`src/rtl/axis_chinsert_pfb.sv`:
```
`timescale 1ns/1ps
`default_nettype none
// ============================================================================
// Module   : axis_chinsert_pfb
// Brief    : Channel inserter for the synthesis PFB. Buffers sparse lane
//            words tagged with their TDM transaction index and rebuilds a
//            continuous, frame-aligned TDM stream of NT = NCH/L slots per
//            frame. Slots without a matching word are zero-filled.
// Options  : CHINSERT_DROPCNT_EN - when defined, drop_cnt counts discarded
//            input beats (saturating). Otherwise drop_cnt is tied to zero.
// Notes    : NT must be a power of 2 in 2..32. FIFO_DEPTH must be a power
//            of 2, at least 4.
// Revision : 1.0 - initial release
// ============================================================================
module axis_chinsert_pfb #(
  parameter int B          = 16,
  parameter int NCH        = 64,
  parameter int L          = 8,
  parameter int FIFO_DEPTH = 16
) (
  input  logic               aclk,
  input  logic               aresetn,
  input  logic               s_axis_tvalid,
  output logic               s_axis_tready,
  input  logic [B*L-1:0]     s_axis_tdata,
  input  logic [15:0]        s_axis_tuser,
  output logic               m_axis_tvalid,
  output logic               m_axis_tlast,
  output logic [B*L-1:0]     m_axis_tdata,
  input  logic               START_REG,
  input  logic [31:0]        PUNCT_REG,
  output logic [15:0]        drop_cnt
);

  localparam int NT = NCH / L;
  localparam int IW = (NT > 1) ? $clog2(NT) : 1;
  localparam int AW = $clog2(FIFO_DEPTH);
  localparam int W  = B * L;
  localparam int EW = IW + W;

  localparam logic [IW-1:0] LAST_SLOT = IW'(NT - 1);
  localparam logic [AW:0]   DEPTH_CNT = (AW + 1)'(FIFO_DEPTH);

  typedef enum logic [1:0] {
    IDLE = 2'd0,
    RUN  = 2'd1,
    STOP = 2'd2
  } state_e;

  state_e          state_q;
  logic [IW-1:0]   cnt_q;
  logic            tvalid_q;
  logic            tlast_q;
  logic [W-1:0]    tdata_q;

  // Buffer storage: each entry is {slot index, lane word}
  logic [EW-1:0]   mem_q [FIFO_DEPTH];
  logic [AW-1:0]   wr_ptr_q;
  logic [AW-1:0]   rd_ptr_q;
  logic [AW:0]     count_q;
  logic [AW:0]     count_d;
  logic            full_q;
  logic            push_q;

  logic            running;
  logic            in_fire;
  logic            keep_ok;
  logic            push;
  logic            pop;
  logic            head_ready;
  logic [IW-1:0]   in_idx;
  logic [EW-1:0]   head;

  assign running       = (state_q != IDLE);
  assign s_axis_tready = running && !full_q;
  assign in_fire       = s_axis_tvalid && s_axis_tready;

  // Only in-range, enabled slots are buffered; everything else is dropped.
  assign in_idx  = s_axis_tuser[IW-1:0];
  assign keep_ok = (s_axis_tuser[15:IW] == '0) && PUNCT_REG[in_idx];
  assign push    = in_fire && keep_ok;

  // An entry written on the previous edge is not yet poppable; this gives
  // the head compare a full cycle after the write.
  assign head       = mem_q[rd_ptr_q];
  assign head_ready = (count_q > {{AW{1'b0}}, push_q});
  assign pop        = running && head_ready && (head[EW-1:W] == cnt_q);

  // Occupancy after this cycle's push/pop
  always_comb begin
    count_d = count_q;
    case ({push, pop})
      2'b10:   count_d = count_q + 1'b1;
      2'b01:   count_d = count_q - 1'b1;
      default: count_d = count_q;
    endcase
  end

  // Buffer data write port
  always_ff @(posedge aclk) begin
    if (push) begin
      mem_q[wr_ptr_q] <= {in_idx, s_axis_tdata};
    end
  end

  // Buffer pointers, occupancy and full flag; flushed whenever idle
  always_ff @(posedge aclk or negedge aresetn) begin
    if (!aresetn) begin
      wr_ptr_q <= '0;
      rd_ptr_q <= '0;
      count_q  <= '0;
      full_q   <= 1'b0;
      push_q   <= 1'b0;
    end else if (state_q == IDLE) begin
      wr_ptr_q <= '0;
      rd_ptr_q <= '0;
      count_q  <= '0;
      full_q   <= 1'b0;
      push_q   <= 1'b0;
    end else begin
      if (push) begin
        wr_ptr_q <= wr_ptr_q + 1'b1;
      end
      if (pop) begin
        rd_ptr_q <= rd_ptr_q + 1'b1;
      end
      count_q <= count_d;
      full_q  <= (count_d == DEPTH_CNT);
      push_q  <= push;
    end
  end

  // Run/stop sequencing, slot counter and registered output beat
  always_ff @(posedge aclk or negedge aresetn) begin
    if (!aresetn) begin
      state_q  <= IDLE;
      cnt_q    <= '0;
      tvalid_q <= 1'b0;
      tlast_q  <= 1'b0;
      tdata_q  <= '0;
    end else begin
      case (state_q)
        IDLE: begin
          cnt_q    <= '0;
          tvalid_q <= 1'b0;
          tlast_q  <= 1'b0;
          tdata_q  <= '0;
          if (START_REG) begin
            state_q <= RUN;
          end
        end
        RUN, STOP: begin
          tvalid_q <= 1'b1;
          tlast_q  <= (cnt_q == LAST_SLOT);
          tdata_q  <= pop ? head[W-1:0] : '0;
          if (cnt_q == LAST_SLOT) begin
            cnt_q <= '0;
            // A stop request only takes effect on a frame boundary
            if (!START_REG || (state_q == STOP)) begin
              state_q <= IDLE;
            end
          end else begin
            cnt_q <= cnt_q + 1'b1;
            if ((state_q == RUN) && !START_REG) begin
              state_q <= STOP;
            end
          end
        end
        default: begin
          state_q <= IDLE;
        end
      endcase
    end
  end

  assign m_axis_tvalid = tvalid_q;
  assign m_axis_tlast  = tlast_q;
  assign m_axis_tdata  = tdata_q;

`ifdef CHINSERT_DROPCNT_EN
  logic [15:0] drop_q;
  logic        discard;

  assign discard = in_fire && !keep_ok;

  // Saturating count of discarded beats, cleared while idle
  always_ff @(posedge aclk or negedge aresetn) begin
    if (!aresetn) begin
      drop_q <= '0;
    end else if (state_q == IDLE) begin
      drop_q <= '0;
    end else if (discard && (drop_q != 16'hFFFF)) begin
      drop_q <= drop_q + 1'b1;
    end
  end

  assign drop_cnt = drop_q;
`else
  assign drop_cnt = '0;
`endif

endmodule
`default_nettype wire

```
`config.mk`:
```
export PLATFORM = sky130hd
export DESIGN_NAME = axis_chinsert_pfb
export DESIGN_NICKNAME = d
export VERILOG_FILES = /design/src/rtl/axis_chinsert_pfb.sv
export SDC_FILE = /design/constraint.sdc
export NUM_CORES = 2
export LEC_CHECK = 0
export ABC_AREA = 1
export CORE_AREA = 2 2 452 364
export DETAILED_ROUTE_END_ITERATION = 12
export DIE_AREA = 0 0 454 366
export HOLD_SLACK_MARGIN = 0.06
export PLACE_DENSITY = 0.77
export SETUP_SLACK_MARGIN = 0.15
export SYNTH_ARGS = -nofsm -noshare
export SYNTH_HDL_FRONTEND = slang
export SYNTH_SLANG_ARGS = --single-unit
```
`constraint.sdc`:
```
create_clock -name aclk -period 10.2 [get_ports aclk]
set_input_delay 2.55 -clock aclk [delete_from_list [all_inputs] [get_ports aclk]]
set_output_delay 2.55 -clock aclk [all_outputs]
set_load 0.02 [all_outputs]
```
# Yosys cells after proc, flatten, opt, wreduce, memory -nomap -nowiden
# Memory sizes are Yosys's and may differ from the RTL's.
# Index checks and enable logic that the tools add are counted.
# totals
ff_bits	150
ramBits	2096
output_inout_bits	147
elab_cells	69
memories	1
# memory_table
memory	depth	word_bits	read_ports	rd_ports_with_merged_regs	wr	line	rtl
mem_q	16	131	1	0	1	57	logic [EW-1:0] mem_q [FIFO_DEPTH];
# classes
add_sub_neg	5
order_cmp	2
eq_ne	10
muxes	23
n_reduce_logical	18
# ops
cell	n
128-bit case mux with 2 select lines	1
128-bit 2-to-1 mux	1
4-bit 2-to-1 mux	4
13-bit zero test	1
5-bit case mux with 2 select lines	1
4-bit by 1-bit adder with 4-bit output, second input constant	2
2-bit 2-to-1 mux	4
2-bit nonzero test	4
1-bit logical AND	7
3-bit by 6-bit < comparator with 1-bit output, second input constant	1
3-bit inequality test, second input constant	2
3-bit case mux with 2 select lines	1
5-bit by 1-bit adder with 5-bit output, second input constant	1
5-bit == test, second input constant	1
5-bit by 1-bit > comparator with 1-bit output	1
1-bit 2-to-1 mux	5
5-bit 2-to-1 mux	1
5-bit by 1-bit subtractor with 5-bit output, second input constant	1
2-bit by 1-bit == test with 1-bit output, second input constant	2
2-bit == test, second input constant	2
1-bit case mux with 2 select lines	2
2-bit case mux with 2 select lines	1
3-bit by 1-bit adder with 3-bit output, second input constant	1
1-bit binary-select mux with 3-bit select	1
9 further kinds	10

# Logic depth before layout (Yosys ltp)
# depth
word_depth	8
mapped_depth	27
mapped_depth_nobuf	22

# Least setup slack after synthesis
# No wires, ideal clock.
# synth_path
path_type	input to register
startpoint	in s_axis_tuser[7]
endpoint	mem mem_q[0][0] (netlist bit), enable pin
setup_ns	0.623
arrival_time_ns	8.838
slack_ns	0.739
path_stages	7
n_path_buf	0
path_cell_list	nor4_1 > nand2_1 > nor3_1 > nand3_1 > clkinv_1 > nand2_1 > nor2_1
# synth_between
elab_chain_len	5
# synth_rtl
item	line	rtl
start: declaration	26	input logic [15:0] s_axis_tuser,
13-bit zero test	80	assign keep_ok = (s_axis_tuser[15:IW] == '0) && PUNCT_REG[in_idx];
1-bit logical AND	80	
1-bit logical AND	81	assign push = in_fire && keep_ok;
1-bit 2-to-1 mux	101	if (push) begin
1-bit 2-to-1 mux (not written as such)	102	mem_q[wr_ptr_q] <= {in_idx, s_axis_tdata};
end: declaration	57	
# No other way between the ends.

# Worst setup path after layout
# layout_path
startpoint	reg rd_ptr_q[1]
endpoint	reg full_q
# layout_between
elab_chain_len	7
elab_cells_between_ends	8
classes_between	eq/ne (4); mux (2); reduce/logical (1); memory (1)
# layout_rtl
item	line	rtl
start: declaration	59	logic [AW-1:0] rd_ptr_q;
start signal: assignment	125	rd_ptr_q <= rd_ptr_q + 1'b1;
memory 16 x 131 bit (*)	n/a	
3-bit == test (*)	87	assign pop = running && head_ready && (head[EW-1:W] == cnt_q);
1-bit logical AND (*)	87	
2-bit by 1-bit == test with 1-bit output or 2-bit == test (tied branches)	92	case ({push, pop})
5-bit case mux with 2 select lines (*)	92	
5-bit == test (*)	128	full_q <= (count_d == DEPTH_CNT);
1-bit 2-to-1 mux (*)	114	end else if (state_q == IDLE) begin
end signal: assignment	128	
end: declaration	62	logic full_q;
# Mark *: on every way between the ends. The rest lies on a longest branch, timed or not.
# A chain may end at the register's enable or synchronous reset.

==> qor.yml <==
cts-root-buf: "clkbuf_16"
maxSlewHeadroom: 0.158
yosysMostFrequentCell: "edfxtp_1"
hold_buffers: 0
synth_ff_type: "edfxtp_1"
grt.total_usage: 0.265
drive_gt1_frac: 0.0642
drc: 0
grt_pass1_vias: 54826
synth_commonest_cells: "2096 x edfxtp_1, 1299 x nor2_1, 1188 x nand2_1, 759 x o21ai_0, 732 x nand3_1"
slew_viol_final: 0
core_mm2: 0.161
syn_area_mm2: 0.0886
setup_tns_ns: 0
hold_viol_final: 0
postSynth.asyncResetShare: 0.0668
grt_pass1_wl_um: 334000
grt_max_degree: 292
final_nets: 7448
post_drt_wl_per_cell_um: 23.3
num_vias: 57024
worst_slack_ns: 3.39
cts_setup_buffers: 0
rsz0062_at_grt: "false"
skew_ns: 0.0313
die_h_um: 366
syn_to_final_growth_pct: 12.5
fill_cells: 11579
ys_seq_area_frac: 0.753
leakagePower_nw: 34.3
yosysWarnings: 0
clk_latency_ns: 0.83
syn-instance-count: 7143
drt_iter0_markers: 7547
max_freq_ghz: 0.147
num_rows: 132
peakVddDrop_v: 0.000306
status: "completed"
endpoint_kind: "flip-flop"
routed_wl_um: 223000
synth_top_area_share: 0.711
ctsHtreeMaxLevel: 4
worst_setup_path_start_kind: "flip-flop"
synth_area_leaders: "edfxtp_1 71%, nor2_1 5.5%, nand2_1 5.0%, o21ai_0 4.3%, dfrtp_1 4.2%"
clk_path_buf_depth: 3
die_area_mm2: 0.166
cts_sinks: 2246
port_buffers: 286
cts_resized: 0
dpl.hpwl_um: 105000
syn_avg_cell_area_um2: 12.4
routed_via_density: 5.94
antenna_found_initial: 35
cap_violations: 0
crit_arrival_ns: 7.57
criticalPathCategory: "reg2reg"
synth_cell_types: 38
cts_tree: "done"
multi_input_area_mm2: 0.0198
synth_edf_count: 2096
period_needed_ns: 6.81
start_util: 0.549
numCtsBuffers: 206
final_area_mm2: 0.0996
finalCritPeriodShare: 0.668
setup_viol: 0
clk_pin_slew_ns: 0.07
ios: 327
yosysTopAreaCell: "edfxtp_1"
worst_pin_slew_ns: 1.26
post-place-ws_ns: 3.00
ys_seq_elements: 2246
fp.dieW_um: 454
power.density_mw_per_mm2: 187
hp-class: "reg2reg"
postPlaceCellArea_mm2: 0.0930
required_ns: 10.96
place_congestion: 0.768
ff_latch_area_mm2: 0.0667
gr-total-overflow: 0
ant_nets: 0
critPathMaxFanout: 98
drt-pass1-iter-count: 6
worst paths after layout:
path	startpoint	end	slack [ns]	cells past startpoint
setup / recovery	rd_ptr_q[1]	full_q	3.39	24
hold / removal	m_axis_tdata[36]	m_axis_tdata[36]	0.48	2
setup reg to reg	rd_ptr_q[1]	full_q	3.39	24
hold reg to reg	m_axis_tdata[36]	m_axis_tdata[36]	0.48	2
max in group asynchronous	aresetn	m_axis_tdata[94]	7.23	2
min in group asynchronous	aresetn	m_axis_tdata[127]	1.74	1
stage by stage:
stage | hold slack [ns] | power, W | std cells | utilization
finish | 0.480 | 0.0186 | 9592 | 0.617
floorplan | 0.507 | 0.0106 | 7158 | -
global route | 0.494 | 0.0191 | 9584 | 0.617
global placement | 0.465 | 0.0112 | 9189 | 0.576
CTS | 0.486 | 0.0187 | 9571 | 0.617
detailed placement | 0.470 | 0.0112 | 9189 | 0.576
sequential cells by signal, summed over array words and instances, names as in the netlist:
signal / flops
mem_q: 2096
m_axis_tdata: 128
count_q: 5
rd_ptr_q: 4
wr_ptr_q: 4
cnt_q: 3
state_q: 2
full_q: 1
m_axis_tlast: 1
m_axis_tvalid: 1
push_q: 1
power breakdown:
part	switching [W]	total, W	internal (W)
registers	0.0000145	0.0101	0.0101
logic	0.000784	0.000948	0.000164
clock network	0.00333	0.00757	0.00424
placed cells by master, fill, tap and decap left out, types with 4 or more instances in the layout:
master           Yosys  final
a21oi_1            211    211
a31oi_1              9      9
buf_12               0     17
buf_4               26     55
bufinv_16            0     16
clkbuf_1           213     43
clkbuf_16            0    208
clkbuf_8             0     12
clkdlybuf4s50_1      0    285
clkinv_1             1     38
clkinv_2             0     41
clkinvlp_4           0     12
conb_1               1     16
dfrtp_1            150    146
dfrtp_4              0      4
diode_2              0     21
edfxtp_1          2096   2096
ha_1                15     14
inv_1               32     30
inv_6                0      9
nand2_1           1188   1188
nand3_1            732    732
nand4_1             14     14
nor2_1            1299   1283
nor2_4               3     19
o211ai_1            15     15
o21ai_0            759    759
o21ai_2             65     65
o221ai_1            50     50
xor2_1               6      6
metal layers:
metal | share of wire | GRT usage | vias up
li1 | - | - | 25596
met1 | 0.39 | 0.368 | 27847
met2 | 0.47 | 0.417 | 3099
met3 | 0.11 | 0.0566 | 454
met4 | 0.029 | 0.0905 | 28
met5 | 0.00080 | 0 | -
final cells by class:
| class | instances | area share |
|---|---|---|
| Tap cell | 2144 | 0.0269 |
| Clock inverter | 120 | 0.0112 |
| Sequential cell | 2246 | 0.670 |
| Timing Repair Buffer | 358 | 0.0363 |
| Inverter | 38 | 0.00185 |
| Multi-Input combinational cell | 4403 | 0.198 |
| Clock buffer | 262 | 0.0554 |
| Antenna cell | 21 | 0.000527 |
kinds of logic (layout without fill, tap and decap cells):
| family | after synthesis | after routing | share of synthesized area |
|---|---|---|---|
| mux | 2 | 2 | 0.000226 |
| xor+xnor | 9 | 9 | 0.000890 |
| simple gates | 3245 | 3245 | 0.149 |
| buf+inv | 509 | 778 | 0.0261 |
| flops | 2246 | 2246 | 0.753 |
| compound gates | 1116 | 1116 | 0.0687 |
| other cells | 1 | 37 | 0.0000423 |
| fa+ha+maj | 15 | 15 | 0.00212 |
worst max-delay path: stages (launching register included):
cell and delay [ns]:
dfrtp_4 0.82, buf_4 0.93, nand2_1 0.34, inv_8 0.60
buf_4 0.87, nand2_1 0.10, a21oi_1 0.17, nor2_1 0.06
nand2_1 0.08, nand2_1 0.06, nand2_1 0.05, nand2_1 0.08
nor2_4 0.23, nand2_8 0.42, inv_2 0.19, ha_1 0.31
xor2_1 0.15, ha_1 0.20, a21o_1 0.16, or2_2 0.27
nand3_1 0.10, o21ai_0 0.15, nor2_1 0.12, nand2_1 0.07
nor2_1 0.09
Note: power is estimated with default switching activity, not from simulation.
